## config.mk

```make
export PLATFORM = sky130hd
export DESIGN_NAME = ram_arbiter_flat
export DESIGN_NICKNAME = d
export VERILOG_FILES = /design/src/rtl/ram_arbiter_if.sv /design/src/rtl/ram_arbiter.sv /design/src/flat_wrapper.sv
export SDC_FILE = /design/constraint.sdc
export NUM_CORES = 1
export LEC_CHECK = 0
export BUFFER_PORTS_ARGS = -buffer_cell sky130_fd_sc_hd__clkbuf_2
export CORE_MARGIN = 2
export CORE_UTILIZATION = 47
export DETAILED_ROUTE_END_ITERATION = 12
export HOLD_SLACK_MARGIN = 0.12
export PLACE_DENSITY_LB_ADDON = 0.08
export SLEW_MARGIN = 20
export SYNTH_ARGS = -nofsm -noshare
export SYNTH_HDL_FRONTEND = slang
export SYNTH_SLANG_ARGS = --single-unit
```

## constraint.sdc

```tcl
create_clock -name clk_in -period 2 [get_ports clk_in]
set_input_delay 0.1 -clock clk_in [delete_from_list [all_inputs] [get_ports clk_in]]
set_output_delay 0.1 -clock clk_in [all_outputs]
set_load 0.01 [all_outputs]
```

## src/rtl/ram_arbiter_if.sv

```systemverilog
// Requester and RAM-side bundle for ram_arbiter.
// master: requesters plus RAM (drive requests and ram_in); slave: the arbiter.
interface ram_arbiter_if #(
  parameter int unsigned NUM_PORTS  = 2,
  parameter int unsigned ADDR_WIDTH = 32,
  parameter int unsigned DATA_WIDTH = 32
);
  logic                            rdy_in;
  logic [NUM_PORTS-1:0]            req_in;
  logic [NUM_PORTS-1:0]            we_in;
  logic [NUM_PORTS-1:0]            sgn_in;
  logic [2*NUM_PORTS-1:0]          size_in;
  logic [ADDR_WIDTH*NUM_PORTS-1:0] addr_in;
  logic [DATA_WIDTH*NUM_PORTS-1:0] wdata_in;
  logic [NUM_PORTS-1:0]            done_out;
  logic [DATA_WIDTH-1:0]           rdata_out;
  logic [7:0]                      ram_in;
  logic                            ram_rw_out;
  logic [ADDR_WIDTH-1:0]           ram_addr_out;
  logic [7:0]                      ram_data_out;

  modport master (
    output rdy_in, req_in, we_in, sgn_in, size_in, addr_in, wdata_in, ram_in,
    input  done_out, rdata_out, ram_rw_out, ram_addr_out, ram_data_out
  );

  modport slave (
    input  rdy_in, req_in, we_in, sgn_in, size_in, addr_in, wdata_in, ram_in,
    output done_out, rdata_out, ram_rw_out, ram_addr_out, ram_data_out
  );
endinterface

```

## src/rtl/ram_arbiter.sv

```systemverilog
// Multi-port byte-serial RAM controller: round-robin grant, serialises
// 1/2/4/8-byte requests onto an 8-bit synchronous RAM, assembles reads.
module ram_arbiter #(
  parameter int unsigned NUM_PORTS  = 2,
  parameter int unsigned ADDR_WIDTH = 32,
  parameter int unsigned DATA_WIDTH = 32
) (
  input logic          clk_in,
  input logic          rst_in,
  ram_arbiter_if.slave bus
);
  localparam int unsigned MAXB = DATA_WIDTH / 8;
  localparam int unsigned PW   = (NUM_PORTS > 1) ? $clog2(NUM_PORTS) : 1;

  localparam logic [1:0] S_IDLE = 2'd0;
  localparam logic [1:0] S_XFER = 2'd1;
  localparam logic [1:0] S_TAIL = 2'd2;

  logic [1:0]            state_q, state_d;
  logic [2:0]            cnt_q, cnt_d;
  logic [3:0]            n_q, n_d;
  logic                  we_q, we_d;
  logic                  sgn_q, sgn_d;
  logic [ADDR_WIDTH-1:0] addr_q, addr_d;
  logic [MAXB-1:0][7:0]  wdata_q, wdata_d;
  logic [MAXB-1:0][7:0]  rbuf_q, rbuf_d;
  logic [PW-1:0]         last_q, last_d;
  logic [NUM_PORTS-1:0]  done_q, done_d;
  logic [DATA_WIDTH-1:0] rdata_q, rdata_d;
  logic [7:0]            hold_q, hold_d;
  logic                  hold_vld_q, hold_vld_d;

  logic [NUM_PORTS-1:0]  eligible;
  logic                  gnt_vld;
  logic [PW-1:0]         gnt_idx;
  logic [7:0]            rd_byte;
  logic [1:0]            sz;
  logic [MAXB-1:0][7:0]  full;
  logic                  ext;

  // A byte captured on the first stalled edge stands in for ram_in on resume.
  assign rd_byte = hold_vld_q ? hold_q : bus.ram_in;

  // Round-robin pick: first eligible port above last_q, else first from 0.
  always_comb begin
    eligible = bus.req_in & ~done_q;
    gnt_vld  = 1'b0;
    gnt_idx  = '0;
    for (int unsigned j = 0; j < NUM_PORTS; j++) begin
      if (!gnt_vld && eligible[j] && (PW'(j) > last_q)) begin
        gnt_vld = 1'b1;
        gnt_idx = PW'(j);
      end
    end
    for (int unsigned j = 0; j < NUM_PORTS; j++) begin
      if (!gnt_vld && eligible[j]) begin
        gnt_vld = 1'b1;
        gnt_idx = PW'(j);
      end
    end
  end

  // Next-state: everything freezes while rdy_in is low except the hold byte.
  always_comb begin
    state_d    = state_q;
    cnt_d      = cnt_q;
    n_d        = n_q;
    we_d       = we_q;
    sgn_d      = sgn_q;
    addr_d     = addr_q;
    wdata_d    = wdata_q;
    rbuf_d     = rbuf_q;
    last_d     = last_q;
    done_d     = done_q;
    rdata_d    = rdata_q;
    hold_d     = hold_q;
    hold_vld_d = hold_vld_q;
    sz         = '0;
    full       = rbuf_q;
    ext        = 1'b0;
    if (bus.rdy_in) begin
      done_d     = '0;
      hold_vld_d = 1'b0;
      case (state_q)
        S_IDLE: begin
          if (gnt_vld) begin
            for (int unsigned j = 0; j < NUM_PORTS; j++) begin
              if (gnt_idx == PW'(j)) begin
                we_d    = bus.we_in[j];
                sgn_d   = bus.sgn_in[j];
                sz      = bus.size_in[2*j +: 2];
                addr_d  = bus.addr_in[ADDR_WIDTH*j +: ADDR_WIDTH];
                wdata_d = bus.wdata_in[DATA_WIDTH*j +: DATA_WIDTH];
              end
            end
            n_d     = ((4'd1 << sz) > 4'(MAXB)) ? 4'(MAXB) : (4'd1 << sz);
            cnt_d   = '0;
            last_d  = gnt_idx;
            state_d = S_XFER;
          end
        end
        S_XFER: begin
          if (!we_q) begin
            for (int unsigned b = 1; b < MAXB; b++) begin
              if (cnt_q == 3'(b)) rbuf_d[b-1] = rd_byte;
            end
          end
          if ({1'b0, cnt_q} == n_q - 4'd1) begin
            if (we_q) begin
              state_d = S_IDLE;
              for (int unsigned j = 0; j < NUM_PORTS; j++) begin
                if (last_q == PW'(j)) done_d[j] = 1'b1;
              end
            end else begin
              state_d = S_TAIL;
            end
          end else begin
            cnt_d = cnt_q + 3'd1;
          end
        end
        S_TAIL: begin
          for (int unsigned b = 0; b < MAXB; b++) begin
            if (n_q == 4'(b + 1)) full[b] = rd_byte;
          end
          ext = sgn_q & rd_byte[7];
          for (int unsigned b = 0; b < MAXB; b++) begin
            if (4'(b) >= n_q) full[b] = {8{ext}};
          end
          rdata_d = full;
          for (int unsigned j = 0; j < NUM_PORTS; j++) begin
            if (last_q == PW'(j)) done_d[j] = 1'b1;
          end
          state_d = S_IDLE;
        end
        default: state_d = S_IDLE;
      endcase
    end else if (!hold_vld_q) begin
      hold_d     = bus.ram_in;
      hold_vld_d = 1'b1;
    end
  end

  // State registers with synchronous active-high reset.
  always_ff @(posedge clk_in) begin
    if (rst_in) begin
      state_q    <= S_IDLE;
      cnt_q      <= '0;
      n_q        <= '0;
      we_q       <= 1'b0;
      sgn_q      <= 1'b0;
      addr_q     <= '0;
      wdata_q    <= '0;
      rbuf_q     <= '0;
      last_q     <= PW'(NUM_PORTS - 1);
      done_q     <= '0;
      rdata_q    <= '0;
      hold_q     <= '0;
      hold_vld_q <= 1'b0;
    end else begin
      state_q    <= state_d;
      cnt_q      <= cnt_d;
      n_q        <= n_d;
      we_q       <= we_d;
      sgn_q      <= sgn_d;
      addr_q     <= addr_d;
      wdata_q    <= wdata_d;
      rbuf_q     <= rbuf_d;
      last_q     <= last_d;
      done_q     <= done_d;
      rdata_q    <= rdata_d;
      hold_q     <= hold_d;
      hold_vld_q <= hold_vld_d;
    end
  end

  // RAM port drive; write strobe forced low under reset or pause.
  always_comb begin
    bus.ram_rw_out   = 1'b0;
    bus.ram_addr_out = '0;
    bus.ram_data_out = '0;
    if (state_q == S_XFER) begin
      bus.ram_addr_out = addr_q + ADDR_WIDTH'(cnt_q);
      bus.ram_rw_out   = we_q;
      if (we_q) begin
        for (int unsigned b = 0; b < MAXB; b++) begin
          if (cnt_q == 3'(b)) bus.ram_data_out = wdata_q[b];
        end
      end
    end else if (state_q == S_TAIL) begin
      bus.ram_addr_out = addr_q + ADDR_WIDTH'(cnt_q);
    end
    if (rst_in || !bus.rdy_in) bus.ram_rw_out = 1'b0;
  end

  assign bus.done_out  = done_q;
  assign bus.rdata_out = rdata_q;
endmodule
```

## src/flat_wrapper.sv

```systemverilog
// flat-port wrapper written by rule: the top's interface ports become plain ports
module ram_arbiter_flat 
#(
  parameter int unsigned NUM_PORTS  = 2,
  parameter int unsigned ADDR_WIDTH = 32,
  parameter int unsigned DATA_WIDTH = 32
)
  (clk_in, rst_in, bus_rdy_in, bus_req_in, bus_we_in, bus_sgn_in, bus_size_in, bus_addr_in, bus_wdata_in, bus_ram_in, bus_done_out, bus_rdata_out, bus_ram_rw_out, bus_ram_addr_out, bus_ram_data_out);
  ram_arbiter_if #(.NUM_PORTS(NUM_PORTS), .ADDR_WIDTH(ADDR_WIDTH), .DATA_WIDTH(DATA_WIDTH)) bus_i ();
  input logic clk_in;
  input logic rst_in;
  input wire logic [$bits(bus_i.rdy_in)-1:0] bus_rdy_in;
  input wire logic [$bits(bus_i.req_in)-1:0] bus_req_in;
  input wire logic [$bits(bus_i.we_in)-1:0] bus_we_in;
  input wire logic [$bits(bus_i.sgn_in)-1:0] bus_sgn_in;
  input wire logic [$bits(bus_i.size_in)-1:0] bus_size_in;
  input wire logic [$bits(bus_i.addr_in)-1:0] bus_addr_in;
  input wire logic [$bits(bus_i.wdata_in)-1:0] bus_wdata_in;
  input wire logic [$bits(bus_i.ram_in)-1:0] bus_ram_in;
  output wire logic [$bits(bus_i.done_out)-1:0] bus_done_out;
  output wire logic [$bits(bus_i.rdata_out)-1:0] bus_rdata_out;
  output wire logic [$bits(bus_i.ram_rw_out)-1:0] bus_ram_rw_out;
  output wire logic [$bits(bus_i.ram_addr_out)-1:0] bus_ram_addr_out;
  output wire logic [$bits(bus_i.ram_data_out)-1:0] bus_ram_data_out;
  assign bus_i.rdy_in = bus_rdy_in;
  assign bus_i.req_in = bus_req_in;
  assign bus_i.we_in = bus_we_in;
  assign bus_i.sgn_in = bus_sgn_in;
  assign bus_i.size_in = bus_size_in;
  assign bus_i.addr_in = bus_addr_in;
  assign bus_i.wdata_in = bus_wdata_in;
  assign bus_i.ram_in = bus_ram_in;
  assign bus_done_out = bus_i.done_out;
  assign bus_rdata_out = bus_i.rdata_out;
  assign bus_ram_rw_out = bus_i.ram_rw_out;
  assign bus_ram_addr_out = bus_i.ram_addr_out;
  assign bus_ram_data_out = bus_i.ram_data_out;
  ram_arbiter #(.NUM_PORTS(NUM_PORTS), .ADDR_WIDTH(ADDR_WIDTH), .DATA_WIDTH(DATA_WIDTH)) u_core (.clk_in(clk_in), .rst_in(rst_in), .bus(bus_i));
endmodule
```

==> metrics <==
CP delay by family, top adder cells; H-tree Lvls 4; largest family of logic cells by synthesized area compound AO/OA/AOI/OAI gates; clock power share roughly two fifths; endpoint arrival time on the critical path approximately 2.1 ns; Syn Nets between 1000 and 1500; Post-DRT Antenna Nets 0; slowest cell on the critical path fa_2; RSZ-0062 raised after global routing true; proportion of synthesized area in mux cells 11.2%; Syn Area/Cell between 8 and 9 um^2; final hold viol count 0; switching part of the total power between 20 and 30%; die width between 100 and 150 um; share of cells above drive strength 1 around a third; core area ~16000 um^2; Num CTS Buffers 17; worst reg2reg setup slack 0.13 ns; die height roughly 130 um; Worst Hold Endpoint u_core.wdata_q[5]; Crit Path Max Fanout 4; final worst slack -0.238 ns; worst slew pin tran ~0.57 ns; final setup fails 36; DRC 0; # rows 46; XOR/XNOR Fraction of Synth Area around 3.6%; Hold WC Path Type primary input to flip-flop; Min-Delay Startpoint bus_wdata_in[5]; CTS tree built; cell-internal power 5.90 mW; Root Buffer clkbuf_16; failing checks negative setup slack; asr flop ratio synth 0%; status finished with violations; Max VDD drop 0.653 mV; vias in the first global route roughly 8000; Placer Congestion about 0.84; die outline area roughly 17000 um^2; P&R area growth vs syn 52.8%; Critical Path RT roughly 1.9 ns; vias per cell approximately 5.4; area share of fa/ha/maj cells after synthesis between 2 and 3%; hold depth 3; Reg area a little under 3000 um^2; DPL Wire Length around 15000 um; Top FF cell, synth dfxtp_1; TritonRoute pass-1 iters 5; Worst R2R Path Depth 7; fin cells between 1000 and 1500; Post-Syn Area around 7600 um^2; CP endpoint kind primary output; TritonCTS Sinks 143; Rel. slew slack approximately 61%; FMAX around 450 MHz; Switch Pwr ~2.3 mW; min cycle time layout 2.24 ns; routed vias 8002; max-cap viol count 0; Iteration-0 DRC Markers between 300 and 400; Syn Inst Count between 800 and 900; skew final 0.0136 ns; Multi-input gate area around 4700 um^2; total length of routed wires about 25000 um; # fillers ~1200; nets 1423; Worst-path clk slew 0.06 ns; WL per Instance ~17 um; grt total ovfl 0; Max stage delay on crit path ~0.35 ns; largest net degree at the start of global routing slightly above 70; placed insts ~1300; worst-case clock buffer depth 2; compound-gate portion of the synthesized area around a fifth; Final Max Tran Viols 0; number of flops mapped to enable cells by yosys 0; Worst Path Class, Setup flip-flop to primary output; Syn. warnings 0; Ports around 220; first-pass GRT wire length approximately 39000 um; GR Util All Layers between 20% and 30%; Seq/Total Area, Yosys 37.8%; endpoint of the worst-slack reg-to-reg timing path u_core.cnt_q[1]; period utilization 112%; antenna violations before repair 0; #FFs+latches synth 143; Port Buffers roughly 220; synth unique cells between 60 and 70; Initial Utilization approximately 48%; sequential power share a little under 40%; final instance area 11600 um^2; Reg-to-Reg Start u_core.n_q[0]; Post-Synth Simple-Gate Area roughly a fifth; leakage dissipation about 5 nW; CP bufs+invs 2; power per cell area 711 nW/um^2; crit path cell chain ha_4 > fa_2 > a21o_4 > buf_6 > nand4_1 > xnor2_1 > nor2b_2 > buf_2; Clk Latency, worst-skew pair 0.43 ns; Placement Cell Area approximately 9000 um^2; Worst Setup Start Kind flip-flop; combinational power share about a fifth
-- repair_timing --
action | CTS | global route
cloned | 1 | 0
hold buffers | 134 | 0
resized for setup | 66 | 47
buffers inserted | 8 | 6
endpoints found under the hold margin | 69 | 0
endpoints found under the setup margin | 40 | 40
pin swaps | 23 | 27
-- final cells by class --
type | instances | area share [%]
diodes | 1 | 0.0216
clock buffers | 19 | 3.92
inverters | 13 | 0.454
flip-flops and latches | 143 | 25.1
well taps | 216 | 2.34
multi-input cells | 660 | 40.4
repair buffers | 423 | 26.3
clock inverters | 13 | 1.53
-- worst register-to-register path, delay by kind of cell, from the launching register on --
family,cells,cell delay (ns)
simple gates,2,0.68
compound gates,2,0.33
flops,1,0.32
fa+ha+maj,1,0.24
xor+xnor,1,0.16
buf+inv,1,0.06
-- worst max path at each step --
stage / startpoint / to / slack (ns) / cells after the start
finish: u_core.cnt_q[0] / bus_ram_addr_out[14] / -0.24 / 8
global route: u_core.cnt_q[0] / bus_ram_addr_out[20] / -0.32 / 8
CTS: u_core.cnt_q[0] / bus_ram_addr_out[14] / -0.28 / 8
detailed placement: u_core.cnt_q[1] / bus_ram_data_out[5] / 0.05 / 8
global placement: u_core.cnt_q[1] / bus_ram_data_out[5] / 0.07 / 8
floorplan: u_core.n_q[0] / u_core.cnt_q[0] / 0.02 / 8
-- routing by layer --
metal | GRT usage [%] | share of wire [%] | wire length (um)
met1 | 34.8 | 41 | 10400
met2 | 51.3 | 51 | 12700
met3 | 5.86 | 5.2 | 1300
met4 | 10.8 | 2.7 | 667
met5 | 0 | 0 | 0
-- cells by family after synthesis --
family,Yosys count
XOR/XNOR,30
buffers and inverters,83
AO/OA/AOI/OAI,239
adder cells (fa/ha/maj),16
AND/OR/NAND/NOR,290
multiplexers,84
flip-flops,143
-- cells in the mapped netlist, types with 3 or more instances --
master / number / area share, %
nor3_1: 12 / 0.79
and4_1: 5 / 0.58
and3b_1: 8 / 0.93
o21ai_0: 44 / 2.9
buf_4: 8 / 0.79
a21o_1: 3 / 0.30
nor2b_1: 6 / 0.50
a22oi_1: 16 / 1.6
nor4_2: 4 / 0.66
nand4_1: 4 / 0.33
clkbuf_1: 41 / 2.0
o31ai_1: 4 / 0.40
nor3_2: 3 / 0.40
nand3_1: 9 / 0.60
a221oi_1: 8 / 0.93
and2_1: 6 / 0.50
mux2_2: 8 / 1.2
buf_2: 15 / 0.99
a211oi_1: 92 / 9.1
ha_1: 15 / 2.5
o22ai_1: 3 / 0.25
xnor2_1: 23 / 2.7
mux2i_1: 76 / 10
xor2_1: 6 / 0.69
or4_1: 3 / 0.30
inv_1: 13 / 0.64
o211ai_1: 9 / 0.89
or3_1: 3 / 0.25
nand2_1: 58 / 2.9
and3_1: 5 / 0.41
a21oi_1: 46 / 3.0
nor2_1: 146 / 7.2
dfxtp_1: 143 / 38
-- flip-flops by register name, summed over array words and instances, names as in the netlist --
register	cells
u_core.last_q	1
u_core.addr_q	32
u_core.state_q	2
u_core.rbuf_q	24
u_core.wdata_q	32
u_core.hold_q	8
u_core.cnt_q	3
u_core.sgn_q	1
u_core.bus.done_out	2
u_core.we_q	1
u_core.hold_vld_q	1
u_core.n_q	4
u_core.bus.rdata_out	32
-- stage by stage --
step                      hold slack [ns]  power, mW  util, %  setup WS [ns]  setup TNS, ns
after floorplan                     0.288       4.08        -         0.0209              0
after global placement              0.415       4.57     57.4         0.0738              0
after detailed placement            0.415       4.58     57.4         0.0501              0
after CTS                           0.126       8.19     72.1         -0.281          -5.76
after global routing                0.134       8.56     73.0         -0.323          -9.25
final                               0.110       8.22     73.1         -0.238          -5.74
-- layout by cell type (no fill, tap or decap), drive strengths merged, types with 46 or more instances in the layout --
cell type	count
clkbuf	221
nor2	146
dfxtp	143
dlygate4sd3	134
a211oi	92
buf	87
mux2i	76
nand2	60
a21oi	48
o21ai	46
-- power groups by stage --
stage                     registers [mW]  logic, mW  clock network [mW]
after CTS                           3.17       1.61                3.41
after global routing                3.20       1.82                3.55
after floorplan                     3.20      0.882                   0
after detailed placement            3.22       1.36                   0
final                               3.18       1.66                3.37
after global placement              3.22       1.35                   0
Note: power is estimated with default switching activity, not from simulation.
